==> src/rtl/fft_pkg.sv <==
// Shared types and elaboration-time helpers for the streaming SDF FFT stages.
// Twiddles are built from fixed-point Taylor series so no real math is needed.
package fft_pkg;

  // Wide container for butterfly intermediates; stages support WIDTH up to 31.
  localparam int CPLX_MAX_W = 32;

  typedef struct packed {
    logic signed [CPLX_MAX_W-1:0] re;
    logic signed [CPLX_MAX_W-1:0] im;
  } cplx_t;

  localparam longint Q_ONE = 64'sd1073741824;  // 1.0 in Q30
  localparam longint PI_Q  = 64'sd3373259426;  // pi in Q30

  function automatic logic signed [63:0] sat(input logic signed [63:0] v, input int w);
    logic signed [63:0] hi;
    logic signed [63:0] lo;
    hi = (64'sd1 <<< (w - 1)) - 64'sd1;
    lo = -(64'sd1 <<< (w - 1));
    if (v > hi) return hi;
    if (v < lo) return lo;
    return v;
  endfunction

  // sin or cos of x (Q30, 0..pi/2); intermediates stay below 2^63 in that range
  function automatic longint taylor_q(input longint x, input bit do_sin);
    longint x2;
    longint term;
    longint acc;
    longint d;
    x2   = (x * x) >>> 30;
    term = do_sin ? x : Q_ONE;
    acc  = term;
    for (int n = 1; n <= 12; n++) begin
      d    = do_sin ? longint'((2 * n) * (2 * n + 1)) : longint'((2 * n - 1) * (2 * n));
      term = -((term * x2) >>> 30) / d;
      acc  = acc + term;
    end
    return acc;
  endfunction

  // Exponent k must lie in 0..N/2-1, which every SDF stage guarantees.
  function automatic longint tw_comp(input int k, input int log2n, input bit do_sin);
    longint n;
    longint e;
    longint v;
    bit     neg;
    n   = longint'(1) << log2n;
    e   = longint'(k) % n;
    neg = 1'b0;
    if (4 * e > n) begin
      e   = n / 2 - e;
      neg = !do_sin;
    end
    v = taylor_q((2 * PI_Q * e) / n, do_sin);
    return neg ? -v : v;
  endfunction

  function automatic int tw_quant(input longint v, input int tw_width);
    longint mag;
    longint r;
    longint lim;
    mag = (v < 0) ? -v : v;
    lim = (longint'(1) << (tw_width - 1)) - 1;
    r   = ((mag << (tw_width - 1)) + (longint'(1) << 29)) >>> 30;
    if (r > lim) r = lim;
    return int'((v < 0) ? -r : r);
  endfunction

  // W^k = cos(2*pi*k/N) - j*sin(2*pi*k/N), Q1.(tw_width-1)
  function automatic int tw_re(input int k, input int log2n, input int tw_width);
    return tw_quant(tw_comp(k, log2n, 1'b0), tw_width);
  endfunction

  function automatic int tw_im(input int k, input int log2n, input int tw_width);
    return -tw_quant(tw_comp(k, log2n, 1'b1), tw_width);
  endfunction

endpackage

==> src/rtl/fft_cmul.sv <==
// Combinational complex multiply by a Q1.(TW_WIDTH-1) twiddle with
// round-half-up, arithmetic rescale and saturation back to WIDTH.
module fft_cmul
  import fft_pkg::*;
#(
  parameter int WIDTH    = 16,
  parameter int TW_WIDTH = 16
) (
  input  logic signed [WIDTH-1:0]    a_re,
  input  logic signed [WIDTH-1:0]    a_im,
  input  logic signed [TW_WIDTH-1:0] w_re,
  input  logic signed [TW_WIDTH-1:0] w_im,
  output logic signed [WIDTH-1:0]    p_re,
  output logic signed [WIDTH-1:0]    p_im
);

  // Two guard bits cover the product sum and the rounding constant.
  localparam int PW = WIDTH + TW_WIDTH + 2;
  localparam logic signed [PW-1:0] RND = PW'(1) <<< (TW_WIDTH - 2);

  logic signed [PW-1:0] ar, ai, wr, wi;
  logic signed [PW-1:0] acc_re, acc_im;
  logic signed [PW-1:0] sh_re, sh_im;

  always_comb begin
    ar     = PW'(a_re);
    ai     = PW'(a_im);
    wr     = PW'(w_re);
    wi     = PW'(w_im);
    acc_re = ar * wr - ai * wi + RND;
    acc_im = ar * wi + ai * wr + RND;
    sh_re  = acc_re >>> (TW_WIDTH - 1);
    sh_im  = acc_im >>> (TW_WIDTH - 1);
    p_re   = WIDTH'(sat(64'(sh_re), WIDTH));
    p_im   = WIDTH'(sat(64'(sh_im), WIDTH));
  end

endmodule

==> src/rtl/fft_sdf_stage.sv <==
// One radix-2 DIF single-path delay-feedback stage. Chain LOG2N of these with
// STAGE = 0..LOG2N-1 for a full streaming N-point FFT.
module fft_sdf_stage
  import fft_pkg::*;
#(
  parameter int WIDTH    = 16,
  parameter int LOG2N    = 3,
  parameter int STAGE    = 0,
  parameter int TW_WIDTH = 16,
  parameter int SCALE    = 1
) (
  input  logic                    clk,
  input  logic                    rst,
  input  logic                    in_valid,
  input  logic                    in_sync,
  input  logic signed [WIDTH-1:0] in_re,
  input  logic signed [WIDTH-1:0] in_im,
  output logic                    out_valid,
  output logic                    out_sync,
  output logic signed [WIDTH-1:0] out_re,
  output logic signed [WIDTH-1:0] out_im
);

  localparam int D     = 2 ** (LOG2N - 1 - STAGE);
  localparam int CW    = LOG2N - STAGE;
  localparam int AW    = (CW > 1) ? CW - 1 : 1;
  localparam int DEPTH = 2 ** AW;

  logic [CW-1:0]           cnt_reg, cnt_eff;
  logic                    primed_reg, armed_reg;
  logic                    phase_b, emit;
  logic [AW-1:0]           k;
  logic [2*WIDTH-1:0]      dly_mem [DEPTH];
  logic signed [TW_WIDTH-1:0] tw_re_rom [DEPTH];
  logic signed [TW_WIDTH-1:0] tw_im_rom [DEPTH];
  logic signed [WIDTH-1:0] head_re, head_im, rot_re, rot_im;
  logic signed [WIDTH-1:0] sum_re, sum_im, diff_re, diff_im;
  logic signed [WIDTH-1:0] res_re, res_im;
  cplx_t                   head_x, in_x, bf_sum, bf_diff;

  // Twiddle table is fully resolved at elaboration; stage exponent is k*2^STAGE.
  generate
    for (genvar gi = 0; gi < DEPTH; gi++) begin : g_tw
      localparam int E   = (gi % D) * (2 ** STAGE);
      localparam int TRE = tw_re(E, LOG2N, TW_WIDTH);
      localparam int TIM = tw_im(E, LOG2N, TW_WIDTH);
      assign tw_re_rom[gi] = TW_WIDTH'(TRE);
      assign tw_im_rom[gi] = TW_WIDTH'(TIM);
    end
  endgenerate

  function automatic logic signed [WIDTH-1:0] bf_scale(input logic signed [CPLX_MAX_W-1:0] v);
    if (SCALE != 0) return WIDTH'(v >>> 1);
    return WIDTH'(sat(64'(v), WIDTH));
  endfunction

  fft_cmul #(
    .WIDTH    (WIDTH),
    .TW_WIDTH (TW_WIDTH)
  ) u_cmul (
    .a_re (head_re),
    .a_im (head_im),
    .w_re (tw_re_rom[k]),
    .w_im (tw_im_rom[k]),
    .p_re (rot_re),
    .p_im (rot_im)
  );

  // A sync sample is treated as count 0 regardless of where the counter was.
  always_comb begin
    cnt_eff            = in_sync ? '0 : cnt_reg;
    phase_b            = cnt_eff[CW-1];
    k                  = AW'(cnt_eff & CW'(D - 1));
    {head_re, head_im} = dly_mem[k];
    head_x.re          = CPLX_MAX_W'(head_re);
    head_x.im          = CPLX_MAX_W'(head_im);
    in_x.re            = CPLX_MAX_W'(in_re);
    in_x.im            = CPLX_MAX_W'(in_im);
    bf_sum.re          = head_x.re + in_x.re;
    bf_sum.im          = head_x.im + in_x.im;
    bf_diff.re         = head_x.re - in_x.re;
    bf_diff.im         = head_x.im - in_x.im;
    sum_re             = bf_scale(bf_sum.re);
    sum_im             = bf_scale(bf_sum.im);
    diff_re            = bf_scale(bf_diff.re);
    diff_im            = bf_scale(bf_diff.im);
    res_re             = phase_b ? sum_re : ((k == '0) ? head_re : rot_re);
    res_im             = phase_b ? sum_im : ((k == '0) ? head_im : rot_im);
    emit               = !in_sync && (primed_reg || (phase_b && armed_reg));
  end

  // Head and tail share address k: an entry written now is read D advances later.
  always_ff @(posedge clk) begin
    if (in_valid) begin
      dly_mem[k] <= phase_b ? {diff_re, diff_im} : {in_re, in_im};
    end
  end

  always_ff @(posedge clk or posedge rst) begin
    if (rst) begin
      cnt_reg    <= '0;
      primed_reg <= 1'b0;
      armed_reg  <= 1'b0;
      out_valid  <= 1'b0;
      out_sync   <= 1'b0;
      out_re     <= '0;
      out_im     <= '0;
    end else begin
      out_valid <= 1'b0;
      out_sync  <= 1'b0;
      if (in_valid) begin
        cnt_reg <= cnt_eff + CW'(1);
        if (in_sync) begin
          armed_reg  <= 1'b1;
          primed_reg <= 1'b0;
        end else if (phase_b && armed_reg) begin
          primed_reg <= 1'b1;
        end
        if (emit) begin
          out_valid <= 1'b1;
          out_sync  <= phase_b && (cnt_eff == CW'(D));
          out_re    <= res_re;
          out_im    <= res_im;
        end
      end
    end
  end

endmodule
==> config.mk <==
export PLATFORM = sky130hd
export DESIGN_NAME = fft_sdf_stage
export DESIGN_NICKNAME = d
export VERILOG_FILES = /design/src/rtl/fft_pkg.sv /design/src/rtl/fft_cmul.sv /design/src/rtl/fft_sdf_stage.sv
export SDC_FILE = /design/constraint.sdc
export NUM_CORES = 2
export LEC_CHECK = 0
export CAP_MARGIN = 15
export CORE_UTILIZATION = 60
export CTS_CLUSTER_DIAMETER = 100
export CTS_CLUSTER_SIZE = 30
export DETAILED_ROUTE_END_ITERATION = 16
export PLACE_DENSITY = 0.77
export RECOVER_POWER = 25
export SKIP_LAST_GASP = 1
export SYNTH_ARGS = -nofsm -noshare
export SYNTH_HDL_FRONTEND = slang
export SYNTH_SLANG_ARGS = --single-unit
==> constraint.sdc <==
create_clock -name clk -period 18.1 [get_ports clk]
set_input_delay 5.43 -clock clk [delete_from_list [all_inputs] [get_ports clk]]
set_output_delay 5.43 -clock clk [all_outputs]
set_load 0.02 [all_outputs]
### Word-level counts from Yosys, hierarchy flattened

Memories as Yosys holds them, arrays and structs flattened.
Index checks and enable logic that the tools add are counted.
Widths: inputs -> output; s select.

* register bits after elaboration: 39
* word-level logic and storage cells: 72
* memories: 1
* RAM bits: 128
* input port bits: 36
* output and inout port bits: 34

Memories
* dly_mem: words 4, bits a word 32, read ports 1, clocked after Yosys merged registers in 0, wr ports 1, line fft_sdf_stage.sv:33 `logic [2*WIDTH-1:0] dly_mem [DEPTH];`

* add/sub/neg operators: 9
* equal/unequal tests: 1
* bitwise logic cells: 1
* magnitude comparators: 5
* $mul: 4
* mux-type cells: 34
* reductions and logical operators: 10

Operator list (number)
* $mux 16: 16
* $mul 16x16->32: 4
* $add 34x16->34 const B: 2
* $bmux 16 s2: 2
* $gt 19x16->1 const B: 2
* $lt 19x16->1 const B: 2
* $add 16x16->17: 2
* $add 34x34->34: 1
* $sub 16x16->17: 2
* $sub 34x34->34: 1
* $mux 32: 1
* $mux 1: 14
* $reduce_and 2->1: 3
* $add 3x1->3 const B: 1
* $eq 3x3->1 const B: 1
* $ge 3x3->1 const B: 1
* $logic_and 1x1->1: 3
* $mux 3: 1
* $not 2->3: 1
* $logic_not 2->1: 1
* $reduce_bool 2->1: 1
* $logic_not 1->1: 1
* $logic_or 1x1->1: 1

### Logic depth before layout (Yosys ltp)

* word-level depth: 15
* depth in mapped cells: 53
* gate-level depth less buffers: 49

### By module

Synthesis repeated with hierarchy kept, for this count alone.

* cell total of the unflattened synthesis: 5392
* area total of the unflattened synthesis: 51112.8 um^2

By module, submodules not included
* fft_cmul: cells each 4355, area an instance 40730.3 um^2, instances 1, seq. area each 0.0 um^2
* fft_sdf_stage: cells each 1037, area an instance 10382.5 um^2, instances 1, seq. area each 4819.6 um^2

### Least setup slack after synthesis

No wires, ideal clock.

* path kind: input to register
* from: input port in_sync
* to: register out_im[5]
* setup time: 0.126 ns
* arrival: 15.521 ns
* stages on the path: 42
* slack: 2.453 ns
* data required time: 17.974 ns
* path buffers: 5
* cell sequence: buf_6 clkbuf_1 nand2b_1 clkbuf_1 buf_1 nand2_1 a21oi_1 o22ai_1 inv_1 nand2_1 fa_1 fa_1 fa_1 inv_1 fa_1 fa_1 fa_1 ha_1 (+6 left out) o21ai_0 nand2b_1 a21oi_1 xnor2_1 ha_1 ha_1 a21o_1 a21o_1 a2111oi_0 o21ai_0 a21oi_2 o21ai_0 xor2_1 a31oi_1 nor2_1 clkbuf_1 a221oi_1 a221o_1

* cells in the longest elaborated chain, start to end: 15

RTL lines
* from (decl): line fft_sdf_stage.sv:15 `input logic in_sync,`
* $mux 3: line fft_sdf_stage.sv:71 `cnt_eff = in_sync ? '0 : cnt_reg;`
* $not 2->3 (implied by the code): line fft_sdf_stage.sv:63, fft_sdf_stage.sv:64
* $bmux 16 s2 (on tied branches): line fft_sdf_stage.sv:64, fft_sdf_stage.sv:63
* $mux 16 (on tied branches) (2 in series): line fft_sdf_stage.sv:64, fft_sdf_stage.sv:63
* $mul 16x16->32: line fft_cmul.sv:31 `acc_im = ar * wi + ai * wr + RND;`
* $add 34x34->34: line fft_cmul.sv:31
* $add 34x16->34: line fft_cmul.sv:31
* $lt 19x16->1: line fft_pkg.sv:22 `if (v < lo) return lo;`
* $mux 1 (2 in series): line fft_pkg.sv:22
* $mux 16: line fft_pkg.sv:23 `return v;`
* $mux 16: line fft_pkg.sv:22
* $mux 16 (2 in series): line fft_sdf_stage.sv:88 `res_im = phase_b ? sum_im : ((k == '0) ? head_im : rot_im);`
* to (signal assigned): line fft_sdf_stage.sv:123 `out_im <= res_im;`
* to (decl): line fft_sdf_stage.sv:21 `output logic signed [WIDTH-1:0] out_im`

Several ways; a longest one is shown, not always the timed one. The select of a mux whose other input is x is not followed.
A chain may end at the register's enable or synchronous reset.

### Worst setup path after layout

* from: input port in_sync
* to: register out_re[7]

* cells in the longest elaborated chain, start to end: 15

RTL lines
* $mux 3: line fft_sdf_stage.sv:71
* $not 2->3 (implied by the code): line fft_sdf_stage.sv:63, fft_sdf_stage.sv:64
* $bmux 16 s2 (on tied branches): line fft_sdf_stage.sv:63, fft_sdf_stage.sv:64
* $mux 16 (on tied branches) (2 in series): line fft_sdf_stage.sv:63, fft_sdf_stage.sv:64
* $mul 16x16->32: line fft_cmul.sv:30 `acc_re = ar * wr - ai * wi + RND;`
* $sub 34x34->34: line fft_cmul.sv:30
* $add 34x16->34: line fft_cmul.sv:30
* $lt 19x16->1: line fft_pkg.sv:22
* $mux 1 (2 in series): line fft_pkg.sv:22
* $mux 16: line fft_pkg.sv:23
* $mux 16: line fft_pkg.sv:22
* $mux 16 (2 in series): line fft_sdf_stage.sv:87 `res_re = phase_b ? sum_re : ((k == '0) ? head_re : rot_re);`
* to (signal assigned): line fft_sdf_stage.sv:122 `out_re <= res_re;`
* to (decl): line fft_sdf_stage.sv:20 `output logic signed [WIDTH-1:0] out_re,`

Several ways; a longest one is shown, not always the timed one. The select of a mux whose other input is x is not followed.

==> impl_results.md <==
* Total count of hold-check failures in the final report at 0
* Via/cell ratio at between 5 and 6
* Unrepaired setup endpoints after global routing: no
* H-Tree Depth at 4
* Via count at 30664
* Share of the synthesized area in the top cell type at 0.366
* Register area at 4820 µm²
* Die Span Y at 266 µm
* Post-synth ARST share at 0.234
* Biggest register: dly_mem
* Gate Count Post-Synth at 4317
* Mapped cell area at 41800 µm²
* Status: finished with violations
* Total CTS buffers at 17
* Layout fillers at about 5600
* Grt ovf at 0
* Starting DRT DRC Count at 2945
* Failing checks: max-capacitance violations, max-slew violations
* Maximum clock insertion buffer count at 2
* Max reg flops at about 130
* Global-route wire length before repair at 179000 µm
* Total core area at slightly below 70000 µm²
* Biggest regs: dly_mem x128, out_im x16, out_re x16
* WL/cell at 21.6 µm
* Pre-Repair DR Iteration Count at 8
* EDFF count, synth at roughly 130
* Port Buffer Count at just under 70
* Least-Margin Pin Slew at about 1.9 ns
* Area of the multi-input gates at 32800 µm²
* Clk root buf: clkbuf_16
* FP Rows at 96
* Final setup violation count at 0
* All-Layer GR Usage at 0.337
* Max Clock Freq at 57.0 MHz
* Setup TNS at 0 ns
* Cells taking the most area after synthesis: fa_1 (37%), ha_1 (17%), inv_1 (9.3%)
* Commonest non-fill, non-tap cell in the layout: inv_1
* Seq/Total Area, Yosys at 0.115
* Final period util at 0.969
* Critical setup path kind: primary input to flip-flop
* Initial core utilization at 0.608
* Max Fanout on Critical Path at 21
* Io pins at 70
* Number of global-route vias before repair at around 32000
* Max-slew violations at 77
* Antenna violations before repair at 7
* Synth-to-Final Area Change at 5.98%
* Slew headroom at -0.249
* Largest net degree at the start of global routing at 55
* WL final at roughly 110000 µm
* Most common cell type on the critical path: fa_1
* Fraction of layout cells with a size suffix above 1 at 0.0272
* DR DRC count at 0
* Hold Path Class: flip-flop to flip-flop
* Final Skew at 0.0148 ns
* Tmin final at about 18 ns
* Chip Width at 266 µm
* Clock transition at path regs at approximately 0.080 ns
* WP buf/inv at 6
* Ys Warns at 0
* Leading area contributor after synthesis: fa_1
* Clk sinks at 167
* Most frequent cells in the layout: inv_1 (1037), fa_1 (764), ha_1 (576)
* Max_cap viols at 2
* Post-CTS Setup Repair Bufs at 0
* CP max stage delay at between 0.7 and 0.8 ns
* CP max-delay cell: o22ai_1
* Post-route ant nets at 0
* Die ar. at 70700 µm²
* Crit path DAT at 17.94 ns
* Most used DFF post-synth: edfxtp_1
* #FFs+latches synth at roughly 170
* Post-DP HPWL at 99500 µm
* Startpoint Class: primary input
* CP delay by family, top: compound AO/OA/AOI/OAI gates
* Final #Nets at about 5700
* Avg Inst Size Synth at 9.68 µm²
* Worst-skew pair later-pin latency at 0.46 ns
* Required time of the critical path at 18.49 ns
* CTS tree: yes
* Final GP Congestion at 1.04
* Worst Hold Margin at 0.556 ns
* Synth cell types at 82
* Endpoint class of the critical path: flip-flop
-- path summary, 6_finish.rpt --
| kind | cells past startpoint | slack, ns | from | end |
|---|---|---|---|---|
| hold / removal | 1 | 0.56 | armed_reg$_DFFE_PP0P_ | armed_reg$_DFFE_PP0P_ |
| max in group asynchronous | 2 | 11.14 | rst | out_im[15]$_DFFE_PP0P_ |
| hold reg to reg | 1 | 0.56 | armed_reg$_DFFE_PP0P_ | armed_reg$_DFFE_PP0P_ |
| setup / recovery | 37 | 0.55 | in_sync | out_re[7]$_DFFE_PP0P_ |
| setup reg to reg | 42 | 5.23 | cnt_reg[0]$_DFFE_PP0P_ | out_im[3]$_DFFE_PP0P_ |
| min in group asynchronous | 2 | 5.99 | rst | out_re[8]$_DFFE_PP0P_ |
-- per-stage QoR --
stage / area (µm²) / util / cells / setup WS [ns]
2_1_floorplan: 41800 / - / 4318 / 2.45
3_3_place_gp: 43600 / 0.635 / 5276 / 0.414
3_5_place_dp: 43600 / 0.635 / 5276 / 0.296
4_1_cts: 44300 / 0.644 / 5308 / 0.713
5_1_grt: 44300 / 0.644 / 5309 / 0.0606
6_report: 44300 / 0.644 / 5311 / 0.553
-- logic make-up (layout without fill, tap and decap cells) --
logic type | Yosys count | count (layout) | synth area share
buffers and inverters | 1124 | 1183 | 0.101
other | 1 | 5 | 0.0000898
AOI/OAI and AO/OA | 642 | 642 | 0.102
muxes | 30 | 30 | 0.00731
xor gates and xnor gates | 240 | 240 | 0.0503
and+or+nand+nor | 773 | 773 | 0.0852
DFF | 167 | 167 | 0.115
adders and majority gates | 1340 | 1340 | 0.539
-- final cells by class --
cell class / count / share of cell area
clock buffers: 17 / 0.00961
diodes: 3 / 0.000170
multi-input cells: 3027 / 0.740
repair buffers: 110 / 0.0225
clock inverters: 15 / 0.00413
inverters: 1041 / 0.0883
flip-flops and latches: 167 / 0.109
well taps: 931 / 0.0263
-- Yosys cell counts, drive strengths merged, types with 5 or more instances --
| cell type | count |
|---|---|
| a21o | 58 |
| edfxtp | 128 |
| dfrtp | 39 |
| o2111ai | 8 |
| nor4 | 6 |
| nor3b | 6 |
| o221ai | 7 |
| a2111oi | 8 |
| a311oi | 5 |
| nand3 | 41 |
| a211oi | 24 |
| nor2b | 29 |
| fa | 764 |
| o22ai | 15 |
| a22oi | 10 |
| a211o | 6 |
| o21bai | 34 |
| or3 | 12 |
| o31ai | 8 |
| xor2 | 73 |
| a31oi | 12 |
| or2 | 14 |
| a21oi | 165 |
| nor2 | 254 |
| xnor2 | 167 |
| nand2b | 37 |
| nand2 | 232 |
| inv | 1037 |
| and2 | 47 |
| a221oi | 18 |
| o21ai | 154 |
| nor3 | 44 |
| o211ai | 13 |
| buf | 23 |
| nand4 | 12 |
| and3 | 23 |
| mux2i | 26 |
| o21a | 15 |
| ha | 576 |
| a21boi | 24 |
| clkbuf | 60 |
| a221o | 19 |
| o31a | 7 |
| nand3b | 5 |
-- layer usage --
| metal | vias up | track usage | part of all wire |
|---|---|---|---|
| li1 | 13822 | - | - |
| met1 | 15101 | 0.446 | 0.39 |
| met2 | 1409 | 0.550 | 0.47 |
| met3 | 328 | 0.0493 | 0.086 |
| met4 | 4 | 0.154 | 0.056 |
| met5 | - | 0 | 0.00018 |
-- repair_timing --
item	4_1_cts	5_1_grt
setup endpoints to repair	0	12
resized for setup	0	3
hold buffers	0	0
-- worst register-to-register path, delay by kind of cell (launching register included) --
| family | cells | cell delay [ns] |
|---|---|---|
| adders and majority gates | 9 | 3.75 |
| DFF | 1 | 0.65 |
| buffers and inverters | 6 | 0.93 |
| xor gates and xnor gates | 2 | 0.47 |
| AOI/OAI and AO/OA | 20 | 4.99 |
| and+or+nand+nor | 5 | 1.95 |
Power is not shown: default switching activity piles up to over one toggle a cycle in this logic, so the estimate is an artifact.
